## src/rtl/page_alloc_walker.sv

```systemverilog
// Sequential binary-tree page allocator: owns the per-page scoreboard bitmap and walks one tree level per clock.
// Optional double-free detection on o_err is enabled by defining QPL_DOUBLE_FREE_CHK_EN.
module page_alloc_walker #(
    parameter int  PAGES = 16,
    localparam int IDX_W = $clog2(PAGES)
) (
    input  logic             i_clk,
    input  logic             i_rstn,
    input  logic             i_alloc_valid,
    output logic             o_alloc_ready,
    input  logic             i_alloc_inv,
    output logic             o_rsp_valid,
    input  logic             i_rsp_ready,
    output logic [IDX_W-1:0] o_rsp_idx,
    output logic             o_rsp_fail,
    input  logic             i_free_valid,
    output logic             o_free_ready,
    input  logic [IDX_W-1:0] i_free_idx,
    output logic [IDX_W:0]   o_free_cnt,
    output logic             o_full,
    output logic             o_err
);

    localparam logic [1:0] S_IDLE = 2'd0;
    localparam logic [1:0] S_WALK = 2'd1;
    localparam logic [1:0] S_RESP = 2'd2;

    logic [1:0]       state_q, state_d;
    logic [IDX_W-1:0] lvl_q, lvl_d;
    logic [IDX_W-1:0] path_q, path_d;
    logic             inv_q, inv_d;
    logic [PAGES-1:0] bm_q, bm_d;
    logic [IDX_W:0]   cnt_q, cnt_d;
    logic             full_q;
    logic [IDX_W-1:0] rsp_idx_q, rsp_idx_d;
    logic             rsp_fail_q, rsp_fail_d;

    logic             alloc_fire, free_fire;
    logic             root_full, lchild_full, rchild_full, pick;
    int unsigned      shamt;

    assign alloc_fire = i_alloc_valid && (state_q == S_IDLE);
    assign free_fire  = i_free_valid && (state_q != S_WALK);
    assign root_full  = &bm_q;

    // A subtree is full when every leaf under it is taken, which equals the AND of its two children.
    always_comb begin
        lchild_full = 1'b1;
        rchild_full = 1'b1;
        shamt       = 32'(IDX_W - 1) - 32'(lvl_q);
        for (int unsigned i = 0; i < PAGES; i++) begin
            if ((i >> shamt) == 32'({path_q, 1'b0})) lchild_full = lchild_full & bm_q[i[IDX_W-1:0]];
            if ((i >> shamt) == 32'({path_q, 1'b1})) rchild_full = rchild_full & bm_q[i[IDX_W-1:0]];
        end
        pick = inv_q ^ (inv_q ? rchild_full : lchild_full);
    end

    always_comb begin
        state_d    = state_q;
        lvl_d      = lvl_q;
        path_d     = path_q;
        inv_d      = inv_q;
        bm_d       = bm_q;
        cnt_d      = cnt_q;
        rsp_idx_d  = rsp_idx_q;
        rsp_fail_d = rsp_fail_q;

        // Free lands on its accept edge, so a walk started on the same edge sees the cleared bit.
        if (free_fire) begin
            if (bm_q[i_free_idx]) cnt_d = cnt_q + (IDX_W+1)'(1);
            bm_d[i_free_idx] = 1'b0;
        end

        case (state_q)
            S_IDLE: begin
                if (alloc_fire) begin
                    state_d = S_WALK;
                    lvl_d   = '0;
                    path_d  = '0;
                    inv_d   = i_alloc_inv;
                end
            end
            S_WALK: begin
                if (lvl_q == '0 && root_full) begin
                    state_d    = S_RESP;
                    rsp_idx_d  = '0;
                    rsp_fail_d = 1'b1;
                end else begin
                    path_d = (path_q << 1) | IDX_W'(pick);
                    if (lvl_q == IDX_W'(IDX_W - 1)) begin
                        bm_d[path_d] = 1'b1;
                        cnt_d        = cnt_q - (IDX_W+1)'(1);
                        rsp_idx_d    = path_d;
                        rsp_fail_d   = 1'b0;
                        state_d      = S_RESP;
                    end else begin
                        lvl_d = lvl_q + IDX_W'(1);
                    end
                end
            end
            S_RESP: begin
                if (i_rsp_ready) state_d = S_IDLE;
            end
            default: state_d = S_IDLE;
        endcase
    end

    always_ff @(posedge i_clk or negedge i_rstn) begin
        if (!i_rstn) begin
            state_q    <= S_IDLE;
            lvl_q      <= '0;
            path_q     <= '0;
            inv_q      <= 1'b0;
            bm_q       <= '0;
            cnt_q      <= (IDX_W+1)'(PAGES);
            full_q     <= 1'b0;
            rsp_idx_q  <= '0;
            rsp_fail_q <= 1'b0;
        end else begin
            state_q    <= state_d;
            lvl_q      <= lvl_d;
            path_q     <= path_d;
            inv_q      <= inv_d;
            bm_q       <= bm_d;
            cnt_q      <= cnt_d;
            full_q     <= (cnt_d == '0);
            rsp_idx_q  <= rsp_idx_d;
            rsp_fail_q <= rsp_fail_d;
        end
    end

`ifdef QPL_DOUBLE_FREE_CHK_EN
    logic err_q;
    always_ff @(posedge i_clk or negedge i_rstn) begin
        if (!i_rstn) err_q <= 1'b0;
        else         err_q <= free_fire && !bm_q[i_free_idx];
    end
    assign o_err = err_q;
`else
    assign o_err = 1'b0;
`endif

    assign o_alloc_ready = (state_q == S_IDLE);
    assign o_free_ready  = (state_q != S_WALK);
    assign o_rsp_valid   = (state_q == S_RESP);
    assign o_rsp_idx     = rsp_idx_q;
    assign o_rsp_fail    = rsp_fail_q;
    assign o_free_cnt    = cnt_q;
    assign o_full        = full_q;

endmodule
```

## config.mk

```make
export PLATFORM = sky130hd
export DESIGN_NAME = page_alloc_walker
export DESIGN_NICKNAME = d
export VERILOG_FILES = /design/src/rtl/page_alloc_walker.sv
export SDC_FILE = /design/constraint.sdc
export NUM_CORES = 1
export LEC_CHECK = 0
export CAP_MARGIN = 20
export CORE_ASPECT_RATIO = 1.4
export CORE_MARGIN = 2
export CORE_UTILIZATION = 34
export DETAILED_ROUTE_END_ITERATION = 10
export GPL_TIMING_DRIVEN = 0
export HOLD_SLACK_MARGIN = 0.05
export PLACE_DENSITY = 0.55
export SYNTH_ARGS = -nofsm -noshare
export SYNTH_HDL_FRONTEND = slang
export SYNTH_SLANG_ARGS = --single-unit
```

## constraint.sdc

```tcl
create_clock -name i_clk -period 4 [get_ports i_clk]
set_input_delay 0.4 -clock i_clk [delete_from_list [all_inputs] [get_ports i_clk]]
set_output_delay 0.4 -clock i_clk [all_outputs]
set_load 0.01 [all_outputs]
```

==> qor.yml <==
route:
  vias: 2407
  viasPerCell: 5.89
  drt_iter0_markers: 154
  drc: 0
  drt_pass1_iterations: 5
  final_antenna_net_count: 0
  wl_per_cell_um: 19.0
  wirelength_mm: 7.79
power_and_ir_drop:
  p_leak_nw: 1.15
  p_sw_frac: 0.501
  p_per_area_mw_per_mm2: 898
  comb_power_share: 0.596
  peakVddDrop_mv: 0.346
  clkPwrFrac: 0.105
  p_total_w: 0.00267
  seq_power_share: 0.300
  p_sw_w: 0.00134
  p_int_w: 0.00133
synth:
  synth-edff-count: 0
  synth_nets: 298
  yosysSeqAreaShare: 0.371
  synth_top_flop_cell: "dfrtp_1"
  syn_avg_cell_area_um2: 9.04
  synth_cell_type_count: 67
  async_reset_ff_frac: 1.00
  yosysWarnings: 0
  ys_seq_elements: 38
  postSynthCellCount: 284
  synth_area_mm2: 0.00257
clocking:
  cts_setup_buffers: 0
  htreeDepth: 2
  clk_latency_ps: 290
  cts_tree: "yes"
  post_cts_resized: 0
  cts_num_sinks: 38
  clkTransAtPathRegs_ps: 80
  cts_buffers: 5
  cts_hold_buf: 0
  clockRootBuffer: "clkbuf_8"
  clk_path_buf_depth: 2
layout:
  layout-drive-gt1-share: 0.135
  area_growth_pct: 15.9
  seq_area_um2: 952
  multiInputGateArea_mm2: 0.00147
  nets: 325
  diodes: 0
  n_fill_cell: 798
  fin_util: 0.407
placed_design:
  numPortBuffers: 20
  dp_hpwl_mm: 5.71
  gp_congestion: 0.971
critical_path:
  start_kind: "register"
  crit_fanout: 10
  critPathCaptureType: "register"
  rr_startpoint: "lvl_q[0]$_DFFE_PN0P_"
  r2r_setup_slack_ps: 1070
  cp.arrival_ps: 3120
  rr_worst_depth: 11
  worstPathRequired_ps: 4190
  critPathKind: "register to register"
  r2r-end: "o_full$_DFF_PN0_"
floorplan:
  die_height_um: 107
  chipWidth_um: 77.4
  core_area_mm2: 0.00731
  rows: 37
  pin_count: 25
  initial_core_util: 0.351
  die-area_mm2: 0.00827
global_routing:
  grt_pass1_wl_mm: 12.7
  grt_start_max_net_pins: 39
  first_global_vias: 2312
  grt_remaining_overflow: 0
  antenna_found_initial: 0
  grt_usage: 0.196
sta:
  slew_headroom: 0.423
  slew_viol_final: 0
  setup_tns_ps: 0
  final-setup-viol-count: 0
  hold_viol_final: 0
  fmax_ghz: 0.342
  min_period_ps: 2930
  worst_slew_pin_slew_ps: 866
  rsz0062_at_grt: "false"
  fin_worst_skew_ps: 6.35
  fin_crit_sh: 0.732
flow_run:
  drv_cap: 0
hold_path:
  hold_class: "input port to async pin"
status:
  outcome: "finished, final reports clean"
-- metrics by stage --
step           setup WS, ps  hold slack [ps]  cell area [um2]  cells
5_1_grt                 877              287             2970    409
3_5_place_dp           1090              473             2880    401
6_report               1070              214             2970    409
3_3_place_gp           1110              476             2890    401
4_1_cts                1080              249             2970    409
2_1_floorplan          1460              104             2570    284
-- placed cells by master, fill, tap and decap left out, types with 4 or more instances in the layout --
cell type         n
dfrtp_1          37
nor2_1            6
clkbuf_1          4
a21oi_1           7
o21ai_0          50
inv_1             9
nand3_1          10
xnor2_1           4
mux4_2            4
nand4_1          11
nand2b_1          7
nand2_1          28
clkdlybuf4s50_1  19
buf_2            12
clkbuf_8          6
xor2_1            5
ha_1              4
o22ai_1           5
nor2b_1           6
a31oi_1           5
-- power groups by stage --
stage	combinational, W	clock [W]	sequential (W)
after floorplan	0.00107	0	0.000733
after global placement	0.00158	0	0.000801
after detailed placement	0.00158	0	0.000805
after CTS	0.00159	0.000286	0.000798
after global routing	0.00175	0.000304	0.000830
final	0.00159	0.000280	0.000800
-- cells by family (layout without fill, tap and decap cells) --
kind of cell | Yosys count | after routing | synth area share
xor gates and xnor gates | 9 | 9 | 0.0307
DFF | 38 | 38 | 0.371
adders and majority gates | 4 | 4 | 0.0195
and+or+nand+nor | 95 | 95 | 0.214
other | 1 | 1 | 0.00146
muxes | 8 | 8 | 0.0512
AOI/OAI and AO/OA | 99 | 99 | 0.254
buffers and inverters | 30 | 58 | 0.0580
-- final cells by class --
type	instances	share of cell area
Inverter	11	0.0139
Sequential cell	38	0.320
Buffer	19	0.0362
Clock inverter	1	0.00168
Tap cell	97	0.0408
Multi-Input combinational cell	216	0.493
Clock buffer	7	0.0290
Timing Repair Buffer	20	0.0656
-- state kept, by name (all words and copies together), names as in the netlist --
| register | flops |
|---|---|
| o_rsp_idx | 4 |
| lvl_q | 4 |
| state_q | 2 |
| o_free_cnt | 5 |
| o_full | 1 |
| inv_q | 1 |
| bm_q | 16 |
| path_q | 4 |
| o_rsp_fail | 1 |
-- worst max-delay path, cell delays in order, from the launching register on --
cell,delay (ps)
dfrtp_1,510
buf_4,230
buf_2,240
inv_1,80
ha_1,210
nand4_1,140
nor4_4,80
a2111oi_0,520
xnor2_1,170
a21oi_1,50
a311o_1,380
a2111oi_4,190
-- cell usage after synthesis, drive strengths merged (3+ instances only) --
library cell  count  area share
o41ai             4       0.020
nor3              3      0.0058
a2111oi           3       0.018
or3b              3       0.012
xor2              5       0.017
o311ai            3       0.010
buf              16       0.038
nor2              7       0.011
a31oi             5       0.012
nand2b            7       0.017
a21oi             8       0.017
or2               3      0.0073
inv               9       0.013
and2              3      0.0073
mux4              4       0.035
o22ai             5       0.012
o211ai            3      0.0088
mux2i             3       0.012
clkbuf            3      0.0044
nand2            28       0.041
dfrtp            37        0.36
ha                4       0.020
xnor2             4       0.014
nand3            11       0.026
nand4            11       0.027
nor2b             6       0.015
o21ai            51       0.099
-- how the worst max path moves through the flow --
stage | startpoint | endpoint | slack (ps) | cells past startpoint
floorplan | lvl_q[0]$_DFFE_PN0P_ | o_full$_DFF_PN0_ | 1460 | 11
global placement | lvl_q[0]$_DFFE_PN0P_ | o_full$_DFF_PN0_ | 1110 | 11
detailed placement | lvl_q[0]$_DFFE_PN0P_ | o_full$_DFF_PN0_ | 1090 | 11
CTS | lvl_q[0]$_DFFE_PN0P_ | o_full$_DFF_PN0_ | 1080 | 11
global route | lvl_q[0]$_DFFE_PN0P_ | o_full$_DFF_PN0_ | 880 | 11
finish | lvl_q[0]$_DFFE_PN0P_ | o_full$_DFF_PN0_ | 1070 | 11
-- metal layers --
layer | routed length (um) | GRT usage | vias to the layer above | share of wire
met2 | 4020 | 0.337 | 93 | 0.52
li1 | - | - | 1119 | -
met5 | 0 | 0 | - | 0
met4 | 208 | 0.0804 | 0 | 0.027
met3 | 364 | 0.0236 | 16 | 0.047
met1 | 3190 | 0.248 | 1179 | 0.41
(Power assumes the default switching activity.)
